[src/rtl/computer_4bit.sv]
// Single-clock 4-bit accumulator CPU: 16x8 instruction memory, 16x4 data memory, 16x4 stack.
// Memories load while rst is high; execution runs one instruction per clock from address 0 until HLT.
module computer_4bit (
  input  logic       clk,
  input  logic       rst,
  input  logic [3:0] d_in,
  input  logic [3:0] ins_address,
  input  logic [7:0] ins,
  output logic [3:0] d_out,
  output logic       ZF,
  output logic       CF
);

  typedef enum logic [3:0] {
    OP_ADD   = 4'h0, OP_SUB   = 4'h1, OP_XCHG  = 4'h2, OP_LDA_M = 4'h3,
    OP_OUT   = 4'h4, OP_LDA_I = 4'h5, OP_LDB_M = 4'h6, OP_LDB_I = 4'h7,
    OP_STA   = 4'h8, OP_PUSH  = 4'h9, OP_POP   = 4'hA, OP_JMP   = 4'hB,
    OP_JZ    = 4'hC, OP_AND   = 4'hD, OP_TEST  = 4'hE, OP_HLT   = 4'hF
  } op_e;

  logic [7:0] im_q  [16];
  logic [3:0] dm_q  [16];
  logic [3:0] stk_q [16];

  logic [3:0] pc_q, pc_d, sp_q, sp_d, a_q, a_d, b_q, b_d, dout_q, dout_d;
  logic       zf_q, zf_d, cf_q, cf_d, halt_q, halt_d;
  logic       dm_we, stk_we;

  logic [7:0] instr;
  op_e        op;
  logic [3:0] n;
  logic [4:0] sum5, diff5;
  logic [3:0] and4;

  function automatic logic is_zero(input logic [3:0] v);
    return (v == 4'h0);
  endfunction

  assign instr = im_q[pc_q];
  assign op    = op_e'(instr[3:0]);
  assign n     = instr[7:4];
  assign sum5  = {1'b0, a_q} + {1'b0, b_q};
  assign diff5 = {1'b0, a_q} - {1'b0, b_q};
  assign and4  = a_q & b_q;

  always_comb begin
    pc_d   = pc_q;
    sp_d   = sp_q;
    a_d    = a_q;
    b_d    = b_q;
    dout_d = dout_q;
    zf_d   = zf_q;
    cf_d   = cf_q;
    halt_d = halt_q;
    dm_we  = 1'b0;
    stk_we = 1'b0;
    if (!halt_q) begin
      pc_d = pc_q + 4'd1;
      case (op)
        OP_ADD:   begin a_d = sum5[3:0];  cf_d = sum5[4];  zf_d = is_zero(sum5[3:0]);  end
        // Bit 4 of the 5-bit difference is set exactly when A < B.
        OP_SUB:   begin a_d = diff5[3:0]; cf_d = diff5[4]; zf_d = is_zero(diff5[3:0]); end
        OP_XCHG:  begin a_d = b_q; b_d = a_q; end
        OP_LDA_M: a_d = dm_q[n];
        OP_OUT:   dout_d = a_q;
        OP_LDA_I: a_d = n;
        OP_LDB_M: b_d = dm_q[n];
        OP_LDB_I: b_d = n;
        OP_STA:   dm_we = 1'b1;
        OP_PUSH:  begin stk_we = 1'b1; sp_d = sp_q + 4'd1; end
        OP_POP:   begin a_d = stk_q[sp_q - 4'd1]; sp_d = sp_q - 4'd1; end
        OP_JMP:   pc_d = n;
        OP_JZ:    if (zf_q) pc_d = n;
        OP_AND:   begin a_d = and4; zf_d = is_zero(and4); cf_d = 1'b0; end
        OP_TEST:  begin zf_d = is_zero(and4); cf_d = 1'b0; end
        OP_HLT:   begin halt_d = 1'b1; pc_d = pc_q; end
        default:  ;
      endcase
    end
  end

  always_ff @(posedge clk or posedge rst) begin
    if (rst) begin
      pc_q   <= 4'h0;
      sp_q   <= 4'h0;
      a_q    <= 4'h0;
      b_q    <= 4'h0;
      dout_q <= 4'h0;
      zf_q   <= 1'b0;
      cf_q   <= 1'b0;
      halt_q <= 1'b0;
    end else begin
      pc_q   <= pc_d;
      sp_q   <= sp_d;
      a_q    <= a_d;
      b_q    <= b_d;
      dout_q <= dout_d;
      zf_q   <= zf_d;
      cf_q   <= cf_d;
      halt_q <= halt_d;
    end
  end

  // Memories are never cleared; rst doubles as the load strobe.
  always_ff @(posedge clk) begin
    if (rst) begin
      im_q[ins_address] <= ins;
      dm_q[ins_address] <= d_in;
    end else if (dm_we) begin
      dm_q[n] <= a_q;
    end
  end

  always_ff @(posedge clk) begin
    if (!rst && stk_we) stk_q[sp_q] <= a_q;
  end

  assign d_out = dout_q;
  assign ZF    = zf_q;
  assign CF    = cf_q;

endmodule

[config.mk]
export PLATFORM = sky130hd
export DESIGN_NAME = computer_4bit
export DESIGN_NICKNAME = d
export VERILOG_FILES = /design/src/rtl/computer_4bit.sv
export SDC_FILE = /design/constraint.sdc
export NUM_CORES = 1
export LEC_CHECK = 0
export CAP_MARGIN = 20
export CORE_MARGIN = 1.5
export CORE_UTILIZATION = 55
export DETAILED_ROUTE_END_ITERATION = 10
export HOLD_SLACK_MARGIN = 0.03
export PLACE_DENSITY = 0.72
export RECOVER_POWER = 25
export SLEW_MARGIN = 20
export SYNTH_ARGS = -nofsm -noshare
export SYNTH_HDL_FRONTEND = slang
export SYNTH_SLANG_ARGS = --single-unit
[constraint.sdc]
create_clock -name clk -period 3.75 [get_ports clk]
set_input_delay 0.5625 -clock clk [delete_from_list [all_inputs] [get_ports clk]]
set_output_delay 0.5625 -clock clk [all_outputs]
set_load 0.02 [all_outputs]
**After elaboration in Yosys (flattened, before gate mapping)**

Memory sizes are Yosys's and may differ from the RTL's.
Cells that the tools add are included.

- Bits in registers: 23
- Bits in latches: 0
- Bits in writable memories: 256
- Bits in read-only memories: 0
- Bits of input ports: 18
- Output and inout port bits: 6
- Word-level logic and storage cells: 75
- Memories: 3

Memories:

| name | words | bits a word | rd ports | clocked after memory_dff | wr ports | RTL line | text |
|---|---|---|---|---|---|---|---|
| im_q | 16 | 8 | 1 | 0 | 1 | 21 | `logic [7:0] im_q [16];` |
| dm_q | 16 | 4 | 1 | 0 | 1 | 22 | `logic [3:0] dm_q [16];` |
| stk_q | 16 | 4 | 1 | 0 | 1 | 23 | `logic [3:0] stk_q [16];` |

- Add/subtract/negate cells: 5
- Multiply operators: 0
- Div/mod/pow operators: 0
- Magnitude comparators: 0
- Equality and inequality tests: 15
- Shifts and indexed selects: 0
- Muxes and demuxes: 23
- Bitwise operators: 3
- Reduce and logical (&&, ||, !) cells: 18

Operator list:

| cell | number |
|---|---|
| $eq 4x4->1 const B | 8 |
| $pmux 4 s7 | 1 |
| $pmux 4 s3 | 2 |
| $eq 4x3->1 const B | 4 |
| $logic_not 4->1 | 4 |
| $mux 1 | 14 |
| $mux 4 | 3 |
| $reduce_and 2->1 | 6 |
| $add 4x1->4 const B | 2 |
| $eq 4x2->1 const B | 2 |
| $pmux 4 s2 | 1 |
| $reduce_bool 7->1 | 1 |
| $pmux 1 s3 | 2 |
| $reduce_bool 3->1 | 2 |
| $add 4x4->5 | 1 |
| $sub 4x4->5 | 1 |
| $and 4x4->4 | 1 |
| $eq 4x1->1 const B | 1 |
| $reduce_or 4->1 | 1 |
| $sub 4x1->4 const B | 1 |
| $not 1->1 | 2 |
| $reduce_bool 2->1 | 1 |
| $reduce_or 2->1 | 1 |
| $logic_and 1x1->1 | 1 |
| $logic_not 1->1 | 1 |

**Logic depth before layout (Yosys ltp)**

Gate-level depths: netlist of the first run.
An unclocked memory read counts as a cell.

- Word-level depth: 9
- Depth in mapped cells: 13

**Worst setup path before layout of the first run**

OpenSTA, ideal clock, no wires.

- Path type: reg2reg
- Start: register pc_q[0]
- End: memory dm_q[0][0] (data pin)
- Data arrival time: 2.912 ns
- Required time: 3.420 ns
- Setup slack: 0.507 ns
- Cell stages (with the launch flop): 10
- Path through: dfrtp_1 buf_6 buf_6 mux4_2 a22oi_2 nand2_2 nor3_4 nand3_2 buf_2 o21ai_0

- Longest elaborated chain between the ends: 9

Ends and longest elaborated chain:

| item | RTL line | text |
|---|---|---|
| start: declaration | 25 | `logic [3:0] pc_q, pc_d, sp_q, sp_d, a_q, a_d, b_q, b_d, dout_q, dout_d;` |
| start signal: assignment | 93 | `pc_q <= pc_d;` |
| $mem_v2 16x8 | n/a |  |
| $eq 4x4->1 | 59 | `case (op)` |
| $mux 1 | 59 |  |
| $mux 1 | 57 | `if (!halt_q) begin` |
| $mux 1 | 109 | `end else if (dm_we) begin` |
| $mux 1 | 106 | `if (rst) begin` |
| $mux 1 (not written as such) | 110 | `dm_q[n] <= a_q;` |
| $reduce_or 4->1 (no source line) | n/a |  |
| $mux 4 (no source line) | n/a |  |
| end: declaration | 22 |  |

No other way between the ends.

**Worst setup path after layout of the first run**

- Start: register pc_q[0]
- End: memory dm_q[10][3] (enable)

- Longest elaborated chain between the ends: 9

Ends and longest elaborated chain:

| item | RTL line |
|---|---|
| $mem_v2 16x8 * | n/a |
| $eq 4x4->1 | 59 |
| $mux 1 | 59 |
| $mux 1 | 57 |
| $mux 1 | 109 |
| $mux 1 | 106 |
| $mux 1 (not written as such) | 110 |
| $reduce_or 4->1 (no source line) | n/a |
| $mux 4 (no source line) or $mux 1 (tied branches) | n/a |

Mark *: on every way between the ends. The rest lies on a longest branch, timed or not.

==> metrics, run 1 <==
gr usage total a little under a quarter; Placement Cell Area 12930 um2; data arrival time of the worst path 3700 ps; cell count after synthesis 753; CTS Buf Count 28; n_diodes 0; crit share post-route a little over nine tenths; final setup vio count 0; share of layout cells above drive strength 1 20.34%; Starting Density 56.16%; Setup crit end kind register; Setup CP Type reg2reg; DIE AREA between 20000 and 25000 um2; largest net degree at the start of global routing 36; Post-synth EDFFs between 200 and 300; Clock Pin Slew Worst Setup and Hold Paths 70 ps; cells resized by post-CTS repair 0; Top Family by Delay on Critical Path simple AND/OR/NAND/NOR gates; Clock Skews approximately 24 ps; worst rel slew slack 42.70%; Skew-Pair Late Insertion Delay 550 ps; post-layout minimum cycle time approximately 3500 ps; num ports 24; max cap viols 0; sequential-to-total area share from yosys stat 67.22%; routability cong. 0.9144; synthesis-to-finish area growth 13.75%; synthesized flop and latch total 279; Post-DP HPWL 18010 um; leak pwr 4.677 nW; first-pass GRT wire length approximately 42000 um; Clock Root Buffer clkbuf_16; RSZ-0062 raised after global routing no; synth unique cells 77; WL/cell 24.52 um; Worst-Margin Slew 856.3 ps; P per Cell Area 843.7 nW/um2; DRT Pass-1 Iters 5; worst hold path type reg2reg; worst path cell trace buf_12 -> mux4_2 -> a22oi_2 -> nand2_2 -> nor3_4 -> nand3_2 -> nand3b_1 -> o22ai_1; post-synthesis net count slightly below 800; Via Count 7070; Ys Warns 0; Synth Flop Type edfxtp_1; DRT antenna net count 0; f_max about 280 MHz; NumNets Final ~830; setup TNS after final layout 0 ps; final wirelength 27000 um; cts hold-fix bufs 0; CP required 3940 ps; most frequent cells in the layout edfxtp_1, mux4_2, nand2_1; max-slew violation count 0; flop-to-flop setup slack ~240 ps; Filler Cell Count 1515; Placed Cells about 1.1k; synthesized area per cell 16.33 um2; startpoint types register; CTS sink cnt 279; final hold violations 0; Mapped Area 12290 um2; footprint of the multi-input gates 3765 um2; Die H 152.5 um; grt total ovfl 0; most common cell after layout, fill and taps aside edfxtp_1; initial antenna violation count 0; CP Max Fanout 17; maximum VDD drop between 0.5 and 0.6 mV; 1st-iter DRT viols 671; DRC violations left 0; max incr delay on CP approximately 550 ps; row count 54; slowest CP cell dfrtp_2; number of global-route vias before repair between 7k and 8k; Post-CTS Setup Bufs 0; asr flop ratio synth 8.244%; CTS tree done; vias per cell 6.421; width of the die about 150 um; worst path bufs/invs 1; port bufs 23; core region area 21890 um2; status finished clean; final cell count without fillers approximately 1.1k; H-tree depth 1; CTS Buffer Depth 3; Finished Cell Area 13980 um2; FF+latch area 8264 um2
report_power, final:
| part | internal (W) | total (W) | switching [W] |
|---|---|---|---|
| clock network | 0.00199 | 0.00315 | 0.00116 |
| registers | 0.00364 | 0.00397 | 0.000326 |
| logic | 0.00196 | 0.00469 | 0.00272 |
sequential cells by signal, indices dropped and copies added, names as in the netlist:
name and flops:
CF 1, dm_q 64, a_q 4, d_out 4
sp_q 4, ZF 1, stk_q 64, halt_q 1
b_q 4, pc_q 4, im_q 128
per-layer routing:
metal / GRT usage [%] / share of wire [%]
met4: 6.777 / 2.5
met2: 37.04 / 48
met5: 0 / 0
met1: 34.65 / 42
met3: 3.754 / 8.0
area by class of cell:
class | instances | area share (%)
timing repair buffer | 55 | 3.633
multi-input combinational | 424 | 26.92
sequential | 279 | 59.10
clock inverter | 19 | 2.103
tap | 280 | 2.505
inverter | 12 | 0.3221
clock buffer | 32 | 5.413
cell usage after synthesis, types with 7 or more instances:
master,number,area share [%]
nand2b_1,7,0.36
inv_1,11,0.34
mux2_2,14,1.3
mux4_2,46,8.4
o22ai_1,19,0.97
a21oi_1,25,1.0
buf_2,11,0.45
nor2_1,38,1.2
dfrtp_1,23,4.7
o21ai_1,13,0.53
a22oi_1,7,0.43
o21ai_0,16,0.65
nand3_1,25,1.0
nand2_1,42,1.3
edfxtp_1,256,63
ha_1,14,1.4
nor2b_1,8,0.41
mux2i_1,35,2.8
buf_6,8,0.73
clkbuf_1,17,0.52
nor3_1,14,0.57
kinds of logic (layout without fill, tap and decap cells):
family                   Yosys count  in the layout  synth area share [%]
AND/OR/NAND/NOR                  166            166                 7.084
multiplexers                      98             98                 13.11
AO/OA/AOI/OAI                    134            134                 7.970
XOR/XNOR                          10             10                0.7124
flip-flops                       279            279                 67.22
buffers and inverters             50            118                 2.158
adder cells (fa/ha/maj)           16             16                 1.751
worst paths after layout:
kind                          endpoint  cells past startpoint     start
min reg2reg                   d_out[0]                      2  d_out[0]
max                        dm_q[10][3]                      8   pc_q[0]
min in group asynchronous           CF                      2       rst
max in group asynchronous      pc_q[0]                      3       rst
max reg2reg                dm_q[10][3]                      8   pc_q[0]
min                           d_out[0]                      2  d_out[0]
per-stage QoR:
stage / total power, W / utilization (%) / setup WS [ps] / hold slack [ps]
6_report: 0.01180 / 63.88 / 235.9 / 502.3
5_1_grt: 0.01230 / 63.88 / 38.32 / 530.1
4_1_cts: 0.01177 / 63.88 / 206.0 / 507.3
3_5_place_dp: 0.008627 / 59.08 / 284.8 / 491.6
3_3_place_gp: 0.008551 / 59.08 / 422.7 / 466.4
2_1_floorplan: 0.007380 / - / 507.4 / 525.5
worst min-delay path, cell delays in order (launching register included):
cell	delay, ps
dfrtp_1	340
nand2_1	50
o21ai_0	70
(Power assumes the default switching activity.)
==> run 2, diff against run 1 <==
--- a/config.mk
+++ b/config.mk
@@ -12,7 +12,7 @@
 export HOLD_SLACK_MARGIN = 0.03
 export PLACE_DENSITY = 0.72
 export RECOVER_POWER = 25
-export SLEW_MARGIN = 20
+export SLEW_MARGIN = 10
 export SYNTH_ARGS = -nofsm -noshare
 export SYNTH_HDL_FRONTEND = slang
 export SYNTH_SLANG_ARGS = --single-unit
==> results of run 2 <==
Final layout, timing and power as in run 1 (identical DEF).
